==> src/rtl/spi_ram_loader_if.sv <==
// Word-wide port between the SPI loader and the Baby's RAM multiplexer.
// master = loader side, slave = multiplexer side.
interface spi_ram_loader_if #(
    parameter int ADDR_W = 5,
    parameter int DATA_W = 32
);
    logic              spi_cs_o;
    logic              ram_clk_o;
    logic [ADDR_W-1:0] ram_addr_o;
    logic [DATA_W-1:0] ram_data_o;
    logic [DATA_W-1:0] ram_data_i;

    modport master (
        output spi_cs_o, ram_clk_o, ram_addr_o, ram_data_o,
        input  ram_data_i
    );

    modport slave (
        input  spi_cs_o, ram_clk_o, ram_addr_o, ram_data_o,
        output ram_data_i
    );
endinterface

==> src/rtl/spi_ram_loader.sv <==
// SPI mode-0 slave that turns command/data frames into word-wide RAM strobes
// for loading and reading back the Baby's store while it is halted.
module spi_ram_loader #(
    parameter int ADDR_W      = 5,
    parameter int DATA_W      = 32,
    parameter int SYNC_STAGES = 2
) (
    input  logic clk_i,
    input  logic rst_ni,
    input  logic sclk_i,
    input  logic cs_ni,
    input  logic mosi_i,
    output logic miso_o,
    input  logic baby_halt_i,
    output logic busy_o,
    output logic err_o,
    spi_ram_loader_if.master ram
);
    localparam int CNT_W = $clog2(DATA_W) + 1;
    localparam logic [CNT_W-1:0] CMD_LAST  = CNT_W'(7);
    localparam logic [CNT_W-1:0] WORD_LAST = CNT_W'(DATA_W - 1);

    localparam logic [2:0] S_IDLE     = 3'd0;
    localparam logic [2:0] S_CMD      = 3'd1;
    localparam logic [2:0] S_WDATA    = 3'd2;
    localparam logic [2:0] S_WR_PULSE = 3'd3;
    localparam logic [2:0] S_RD_PULSE = 3'd4;
    localparam logic [2:0] S_RD_CAP   = 3'd5;
    localparam logic [2:0] S_RDATA    = 3'd6;
    localparam logic [2:0] S_DISCARD  = 3'd7;

    logic [SYNC_STAGES-1:0] sclk_sync_q, sclk_sync_d;
    logic [SYNC_STAGES-1:0] cs_sync_q, cs_sync_d;
    logic [SYNC_STAGES-1:0] mosi_sync_q, mosi_sync_d;
    logic sclk_prev_q, sclk_prev_d;
    logic cs_prev_q, cs_prev_d;
    logic halt_prev_q, halt_prev_d;
    logic [2:0] state_q, state_d;
    logic [CNT_W-1:0] cnt_q, cnt_d;
    logic [DATA_W-1:0] rx_q, rx_d;
    logic [DATA_W-1:0] tx_q, tx_d;
    logic [ADDR_W-1:0] addr_q, addr_d;
    logic [DATA_W-1:0] data_q, data_d;
    logic strobe_q, strobe_d;
    logic err_q, err_d;

    logic sclk_s, cs_s, mosi_s;
    logic sclk_rise, sclk_fall, cs_fall, halt_fall;
    logic [DATA_W-1:0] rx_next;

    assign sclk_s    = sclk_sync_q[SYNC_STAGES-1];
    assign cs_s      = cs_sync_q[SYNC_STAGES-1];
    assign mosi_s    = mosi_sync_q[SYNC_STAGES-1];
    assign sclk_rise = sclk_s & ~sclk_prev_q;
    assign sclk_fall = ~sclk_s & sclk_prev_q;
    assign cs_fall   = cs_prev_q & ~cs_s;
    assign halt_fall = halt_prev_q & ~baby_halt_i;
    assign rx_next   = {rx_q[DATA_W-2:0], mosi_s};

    always_comb begin
        sclk_sync_d = {sclk_sync_q[SYNC_STAGES-2:0], sclk_i};
        cs_sync_d   = {cs_sync_q[SYNC_STAGES-2:0], cs_ni};
        mosi_sync_d = {mosi_sync_q[SYNC_STAGES-2:0], mosi_i};
        sclk_prev_d = sclk_s;
        cs_prev_d   = cs_s;
        halt_prev_d = baby_halt_i;
        state_d     = state_q;
        cnt_d       = cnt_q;
        rx_d        = rx_q;
        tx_d        = tx_q;
        addr_d      = addr_q;
        data_d      = data_q;
        err_d       = err_q;
        // The strobe trails its pulse state by one cycle so address and data
        // have already settled for a full cycle when it rises.
        strobe_d    = (state_q == S_WR_PULSE) || (state_q == S_RD_PULSE);
        if (strobe_q) addr_d = addr_q + 1'b1;

        case (state_q)
            S_IDLE: begin
                if (cs_fall) begin
                    state_d = S_CMD;
                    cnt_d   = '0;
                    err_d   = 1'b0;
                end
            end
            S_CMD: begin
                if (sclk_rise) begin
                    rx_d  = rx_next;
                    cnt_d = cnt_q + 1'b1;
                    if (cnt_q == CMD_LAST) begin
                        cnt_d = '0;
                        if (!baby_halt_i) begin
                            err_d   = 1'b1;
                            state_d = S_DISCARD;
                        end else begin
                            addr_d  = rx_next[ADDR_W-1:0];
                            state_d = rx_next[7] ? S_WDATA : S_RD_PULSE;
                        end
                    end
                end
            end
            S_WDATA: begin
                if (sclk_rise) begin
                    rx_d  = rx_next;
                    cnt_d = cnt_q + 1'b1;
                    if (cnt_q == WORD_LAST) begin
                        data_d  = rx_next;
                        state_d = S_WR_PULSE;
                    end
                end
            end
            S_WR_PULSE: begin
                cnt_d   = '0;
                state_d = S_WDATA;
            end
            S_RD_PULSE: state_d = S_RD_CAP;
            S_RD_CAP: begin
                tx_d    = ram.ram_data_i;
                cnt_d   = '0;
                state_d = S_RDATA;
            end
            S_RDATA: begin
                if (sclk_rise) begin
                    cnt_d = cnt_q + 1'b1;
                    if (cnt_q == WORD_LAST) state_d = S_RD_PULSE;
                end
                // No shift before the first rise keeps the MSB on miso for it.
                if (sclk_fall && cnt_q != '0) tx_d = {tx_q[DATA_W-2:0], 1'b0};
            end
            default: ;
        endcase

        if (halt_fall && state_q != S_IDLE && state_q != S_DISCARD) begin
            err_d   = 1'b1;
            state_d = S_DISCARD;
        end
        if (cs_s && state_q != S_IDLE) state_d = S_IDLE;
    end

    always_ff @(posedge clk_i or negedge rst_ni) begin
        if (!rst_ni) begin
            sclk_sync_q <= '0;
            cs_sync_q   <= '1;
            mosi_sync_q <= '0;
            sclk_prev_q <= 1'b0;
            cs_prev_q   <= 1'b1;
            halt_prev_q <= 1'b0;
            state_q     <= S_IDLE;
            cnt_q       <= '0;
            rx_q        <= '0;
            tx_q        <= '0;
            addr_q      <= '0;
            data_q      <= '0;
            strobe_q    <= 1'b0;
            err_q       <= 1'b0;
        end else begin
            sclk_sync_q <= sclk_sync_d;
            cs_sync_q   <= cs_sync_d;
            mosi_sync_q <= mosi_sync_d;
            sclk_prev_q <= sclk_prev_d;
            cs_prev_q   <= cs_prev_d;
            halt_prev_q <= halt_prev_d;
            state_q     <= state_d;
            cnt_q       <= cnt_d;
            rx_q        <= rx_d;
            tx_q        <= tx_d;
            addr_q      <= addr_d;
            data_q      <= data_d;
            strobe_q    <= strobe_d;
            err_q       <= err_d;
        end
    end

    assign miso_o         = (state_q == S_RDATA) & tx_q[DATA_W-1];
    assign busy_o         = (state_q != S_IDLE);
    assign err_o          = err_q;
    assign ram.spi_cs_o   = ~cs_s;
    assign ram.ram_clk_o  = strobe_q;
    assign ram.ram_addr_o = addr_q;
    assign ram.ram_data_o = data_q;
endmodule

==> src/flat_wrapper.sv <==
// flat-port wrapper written by rule: the top's interface ports become plain ports
module spi_ram_loader_flat 
#(
    parameter int ADDR_W      = 5,
    parameter int DATA_W      = 32,
    parameter int SYNC_STAGES = 2
)
  (clk_i, rst_ni, sclk_i, cs_ni, mosi_i, miso_o, baby_halt_i, busy_o, err_o, ram_spi_cs_o, ram_ram_clk_o, ram_ram_addr_o, ram_ram_data_o, ram_ram_data_i);
  spi_ram_loader_if #(.ADDR_W(ADDR_W), .DATA_W(DATA_W)) ram_i ();
  input  logic clk_i;
  input  logic rst_ni;
  input  logic sclk_i;
  input  logic cs_ni;
  input  logic mosi_i;
  output logic miso_o;
  input  logic baby_halt_i;
  output logic busy_o;
  output logic err_o;
  output wire logic [$bits(ram_i.spi_cs_o)-1:0] ram_spi_cs_o;
  output wire logic [$bits(ram_i.ram_clk_o)-1:0] ram_ram_clk_o;
  output wire logic [$bits(ram_i.ram_addr_o)-1:0] ram_ram_addr_o;
  output wire logic [$bits(ram_i.ram_data_o)-1:0] ram_ram_data_o;
  input wire logic [$bits(ram_i.ram_data_i)-1:0] ram_ram_data_i;
  assign ram_spi_cs_o = ram_i.spi_cs_o;
  assign ram_ram_clk_o = ram_i.ram_clk_o;
  assign ram_ram_addr_o = ram_i.ram_addr_o;
  assign ram_ram_data_o = ram_i.ram_data_o;
  assign ram_i.ram_data_i = ram_ram_data_i;
  spi_ram_loader #(.ADDR_W(ADDR_W), .DATA_W(DATA_W), .SYNC_STAGES(SYNC_STAGES)) u_core (.clk_i(clk_i), .rst_ni(rst_ni), .sclk_i(sclk_i), .cs_ni(cs_ni), .mosi_i(mosi_i), .miso_o(miso_o), .baby_halt_i(baby_halt_i), .busy_o(busy_o), .err_o(err_o), .ram(ram_i));
endmodule
==> config.mk <==
export PLATFORM = sky130hd
export DESIGN_NAME = spi_ram_loader_flat
export DESIGN_NICKNAME = d
export VERILOG_FILES = /design/src/rtl/spi_ram_loader_if.sv /design/src/rtl/spi_ram_loader.sv /design/src/flat_wrapper.sv
export SDC_FILE = /design/constraint.sdc
export NUM_CORES = 1
export LEC_CHECK = 0
export ABC_AREA = 1
export ABC_CLOCK_PERIOD_IN_PS = 1570
export CORE_ASPECT_RATIO = 0.8
export CORE_MARGIN = 2
export CORE_UTILIZATION = 49
export CTS_CLUSTER_DIAMETER = 30
export DETAILED_ROUTE_END_ITERATION = 16
export PLACE_DENSITY = 0.78
export SLEW_MARGIN = 20
export SYNTH_ARGS = -nofsm -noshare
export SYNTH_HDL_FRONTEND = slang
export SYNTH_SLANG_ARGS = --single-unit
==> constraint.sdc <==
create_clock -name clk_i -period 1.57 [get_ports clk_i]
set_clock_uncertainty 0.15 [all_clocks]
set_input_delay 0.314 -clock clk_i [delete_from_list [all_inputs] [get_ports clk_i]]
set_output_delay 0.314 -clock clk_i [all_outputs]
set_load 0.05 [all_outputs]
# Yosys cells after proc, flatten, opt, wreduce, memory -nomap -nowiden
# Index checks and enable logic that the tools add are counted.
dict set report word_totals {
  elab_cells 100
  reg_bits 120
}
dict set report op_classes {
  n_reduce_logical 21
  muxes 30
  add_sub_neg 2
  n_bitwise 9
  eq_ne 24
}
# cell count
set op_table {}
lappend op_table {{$pmux W32 S2} 1}
lappend op_table {{$mux W3} 11}
lappend op_table {{$mux W32} 1}
lappend op_table {{$ne A4 B1 Y1 const B} 7}
lappend op_table {{$mux W5} 5}
lappend op_table {{$mux W6} 4}
lappend op_table {{$pmux W6 S4} 1}
lappend op_table {{$pmux W3 S7} 1}
lappend op_table {{$eq A3 B3 Y1 const B} 3}
lappend op_table {{$ne A3 B1 Y1 const B} 3}
lappend op_table {{$reduce_bool A9 Y1} 1}
lappend op_table {{$ne A2 B1 Y1 const B} 4}
lappend op_table {{$reduce_and A8 Y1} 1}
lappend op_table {{$add A6 B1 Y6 const B} 1}
lappend op_table {{$eq A3 B2 Y1 const B} 2}
lappend op_table {{$eq A6 B3 Y1 const B} 1}
lappend op_table {{$eq A6 B5 Y1 const B} 1}
lappend op_table {{$reduce_bool A3 Y1} 2}
lappend op_table {{$reduce_bool A6 Y1} 1}
lappend op_table {{$reduce_or A2 Y1} 3}
lappend op_table {{$add A5 B1 Y5 const B} 1}
lappend op_table {{$and A1 B1 Y1} 5}
lappend op_table {{$mux W1} 5}
lappend op_table {{$reduce_and A5 Y1} 1}
lappend op_table {{13 further kinds} 20}

# Depth between registers and ports, before layout
dict set report depth {
  word_depth 7
  depth_mapped 11
}

# Worst setup path after synthesis
# Ideal clock, no wire load.
dict set report synth_timing {
  path_type {reg-to-output}
  startpoint {reg u_core.state_q[0]}
  endpoint {out miso_o}
  n_path_buf 2
  t_arrival_ns 1.442
  setup_slack_ns -0.336
  path_stages_with_launch 6
  path_cell_list {dfrtp_1 buf_6 inv_2 nand3_2 clkbuf_1 nor2_1}
}
dict set report synth_between {
  elab_chain_len 2
}
# item line
set synth_lines {}
lappend synth_lines {{start: declaration} spi_ram_loader.sv:38} ;# logic [2:0] state_q, state_d;
lappend synth_lines {{start signal: assignment} spi_ram_loader.sv:164} ;# state_q <= state_d;
lappend synth_lines {{$eq A3 B3 Y1} spi_ram_loader.sv:175} ;# assign miso_o = (state_q == S_RDATA) & tx_q[DATA_W-1];
lappend synth_lines {{$and A1 B1 Y1} spi_ram_loader.sv:175}
lappend synth_lines {{end: declaration} flat_wrapper.sv:15} ;# output logic miso_o;
# Every way passes these cells.

# Final worst setup path
dict set report layout_timing {
  startpoint {reg u_core.state_q[2]}
  endpoint {reg u_core.state_q[1]}
}
dict set report layout_between {
  elab_chain_len 5
}
# item line
set layout_lines {}
lappend layout_lines {{$reduce_bool A3 Y1} {spi_ram_loader.sv:134, spi_ram_loader.sv:138}}
lappend layout_lines {{$logic_and A1 B1 Y1 (2 in series)} spi_ram_loader.sv:134} ;# if (halt_fall && state_q != S_IDLE && state_q != S_DISCARD) begin
lappend layout_lines {{$reduce_bool A9 Y1 (no source line), or another cell as far along} --}
lappend layout_lines {{$reduce_and A8 Y1 (no source line) / $mux W3 (equally long branches)} --}
# Parallel ways exist; a longest one is shown, timed or not.
# A chain may end at the register's enable or synchronous reset.

==> out/qor.txt <==
RSZ-0062 raised after global routing: yes
Vias in the first global route: 5968
FMAX: 459 MHz
Die H: 97.6 µm
Simple-gate share of the synthesized area: 17.9%
Initial DRT Pass Iterations: 6
PwrDens: 1680 nW/µm²
Worst stage delay on the critical path: 540 ps
Buf+Inv Stages, Crit Path: 3
Share of the synthesized area in the top cell type: 54.5%
Post-synthesis cell type count: 36
Number of remaining DRC errors: 0
Final Cell Area: 9950 µm²
Clock Tree Root: clkbuf_16
Final WS setup: -610 ps
Post-synthesis mux area share: 0.396%
Gate Count Post-Synth: 622
Ranking of synthesized cells by area: dfrtp_1, nand2_1, o21ai_0
Crit end category: flop
Die ar.: 11800 µm²
H-tree depth: 4
Overflow after GRT: 0
Failing checks: negative setup slack
Register area share after synthesis: 56.0%
Ports: 80
Antenna violations before repair: 1
Critical path's slowest cell: dfrtp_1
Final Setup Violations: 115
Clock latency on the worst-skew pair: 440 ps
Synth Net Count: 663
Gp weighted congestion: 0.869
WL per Instance: 29.3 µm
Peak supply drop: 1.33 mV
Hold Slack: 143 ps
CP Max Fanout: 6
Top Family by Delay on Critical Path: simple AND/OR/NAND/NOR gates
Core area: 10800 µm²
Max transition margin: 66.2%
Worst path depth: 10
Syn avg cell area: 8.63 µm²
Slew Viols, Final: 0
Die width: 121 µm
Drt total wl: 28200 µm
Placed cell area: 6950 µm²
DRT iter0 DRCs: 865
Synth Area in Compound Gates: 14.8%
Largest net degree at the start of global routing: 59
Max Buffers Root-to-Sink: 2
Worst-Margin Slew: 505 ps
Share of layout cells above drive strength 1: 53.3%
Most frequent cells in the layout: dfrtp_1, o21ai_2, inv_1
Clock sink count: 120
CTS buffer count: 17
GRT Total Usage: 37.2%
Synthesis-to-finish area growth: 85.3%
Final Critical Period: 2180 ps
R2R depth: 10
Xor/xnor share of the synthesized area: 0.653%
CTS tree: done
Final hold violations: 0
Required @ worst endpoint: 1730 ps
Critical Path AT: 2340 ps
Row count: 34
CP Launch Type: flop
Synth Register Bits: 120
Largest family of logic cells by synthesized area: simple AND/OR/NAND/NOR gates
First-pass GRT wire length: 33100 µm
PortBufs: 79
Area leader, netlist: dfrtp_1
ANT nets after route: 0
Adder-Cell Fraction of Synth Area: 0.699%
Worst Hold Class: in -> async
Leakage: 4.55 nW
Status: finished with violations
Commonest non-fill, non-tap cell in the layout: dfrtp_1
Worst-path clk slew: 70 ps
Via count: 6277
Layout Nets: 843
Crit Path Class: reg -> reg
Hpwl dp: 8110 µm
Post-Syn Area: 5370 µm²
Crit share post-route: 139%
Max Cap Violations: 0
Yosys warns: 0
Via density per instance: 6.54
Starting density of the core: 49.9%
Crit path cell chain: inv_4 -> nand2_4 -> buf_4 -> nand3_4 -> nand3_2 -> nand2_2 -> inv_1 -> nand3_4 -> nand2_2 -> nand2_1
## state kept, by name (all words and copies together) (netlist names)
signal and count:
u_core.err_o 1, u_core.cnt_q 6, u_core.ram.ram_data_o 32, u_core.state_q 3, u_core.ram.ram_clk_o 1, u_core.sclk_prev_q 1, u_core.halt_prev_q 1, u_core.sclk_sync_q 2
u_core.cs_prev_q 1, u_core.ram.ram_addr_o 5, u_core.rx_q 31, u_core.mosi_sync_q 2, u_core.cs_sync_q 2, u_core.tx_q 32
## synth_stat cells
master	n
a211oi_1	1
a21oi_1	4
a21oi_2	2
a31oi_1	1
buf_2	8
buf_4	3
buf_6	6
clkbuf_1	12
clkbuf_2	1
dfrtp_1	117
dfstp_2	3
ha_1	3
inv_1	84
inv_2	2
inv_4	2
mux2_2	1
mux2i_1	1
nand2_1	170
nand2_2	2
nand2_4	1
nand3_1	19
nand3_2	3
nand3_4	1
nand3b_1	2
nand4_1	3
nor2_1	19
nor2_4	2
nor3_1	1
nor3_4	1
o211ai_1	2
o21ai_0	122
o21ai_1	16
o21ai_4	1
o22ai_4	1
or2_2	1
xor2_1	4
## stage by stage
step | util, % | setup slack, ps | std cells | setup TNS [ps] | power, mW
after floorplan | - | -28.3 | 622 | -61.1 | 6.55
after global placement | 64.6 | -173 | 851 | -3830 | 7.84
after detailed placement | 64.6 | -220 | 851 | -8320 | 8.01
after CTS | 83.7 | -317 | 952 | -21780 | 14.3
after global routing | 92.4 | -628 | 959 | -41490 | 17.0
final | 92.4 | -610 | 960 | -40440 | 16.7
## power by group
part	internal [mW]	switching, mW
clock network	2.53	1.75
registers	3.75	0.588
logic	3.36	4.72
total	9.64	7.06
## path summary, 6_finish.rpt
kind | from | to | slack [ps]
setup / recovery | u_core.state_q[2] | u_core.state_q[1] | -610
hold reg to reg | u_core.cs_sync_q[0] | u_core.cs_sync_q[1] | 220
min in group clk_i | mosi_i | u_core.mosi_sync_q[0] | 170
max in group asynchronous | rst_ni | u_core.cs_sync_q[1] | 490
setup reg to reg | u_core.state_q[2] | u_core.state_q[1] | -610
hold / removal | rst_ni | u_core.ram.ram_data_o[17] | 140
## worst reg2reg max path: stages, from the launching register on
cell	delay (ps)
dfrtp_1	540
inv_4	140
nand2_4	110
buf_4	180
nand3_4	130
nand3_2	140
nand2_2	120
inv_1	140
nand3_4	120
nand2_2	150
nand2_1	120
## what timing repair did
action | in CTS | in global routing
setup endpoints to repair | 113 | 113
pin swaps | 23 | 22
buffers inserted | 49 | 11
gates cloned | 20 | 4
endpoints found under the hold margin | 117 | 0
hold buffers | 1 | 0
gates resized for setup | 245 | 245
## final cells by class
type / instances / area, µm²
Clock inverter: 15 / 190
Fill cell: 264 / 816
Multi-Input combinational cell: 385 / 3070
Sequential cell: 120 / 3010
Timing Repair Buffer: 190 / 2720
Inverter: 88 / 350
Tap cell: 144 / 180
Clock buffer: 17 / 425
Antenna cell: 1 / 2.50
## per-layer routing
metal / vias up / GRT usage [%] / wire, µm
met2: 649 / 59.5 / 12800
met3: 250 / 8.63 / 3290
met1: 3022 / 46.5 / 9560
met5: - / 0 / 0
met4: 0 / 20.7 / 2490
li1: 2356 / - / -
## cells by family after synthesis
group | count (synthesis)
AO/OA/AOI/OAI | 150
XOR/XNOR | 4
adder cells (fa/ha/maj) | 3
buffers and inverters | 118
flip-flops | 120
multiplexers | 2
AND/OR/NAND/NOR | 225
No activity file was read; power rests on OpenSTA's default activity.
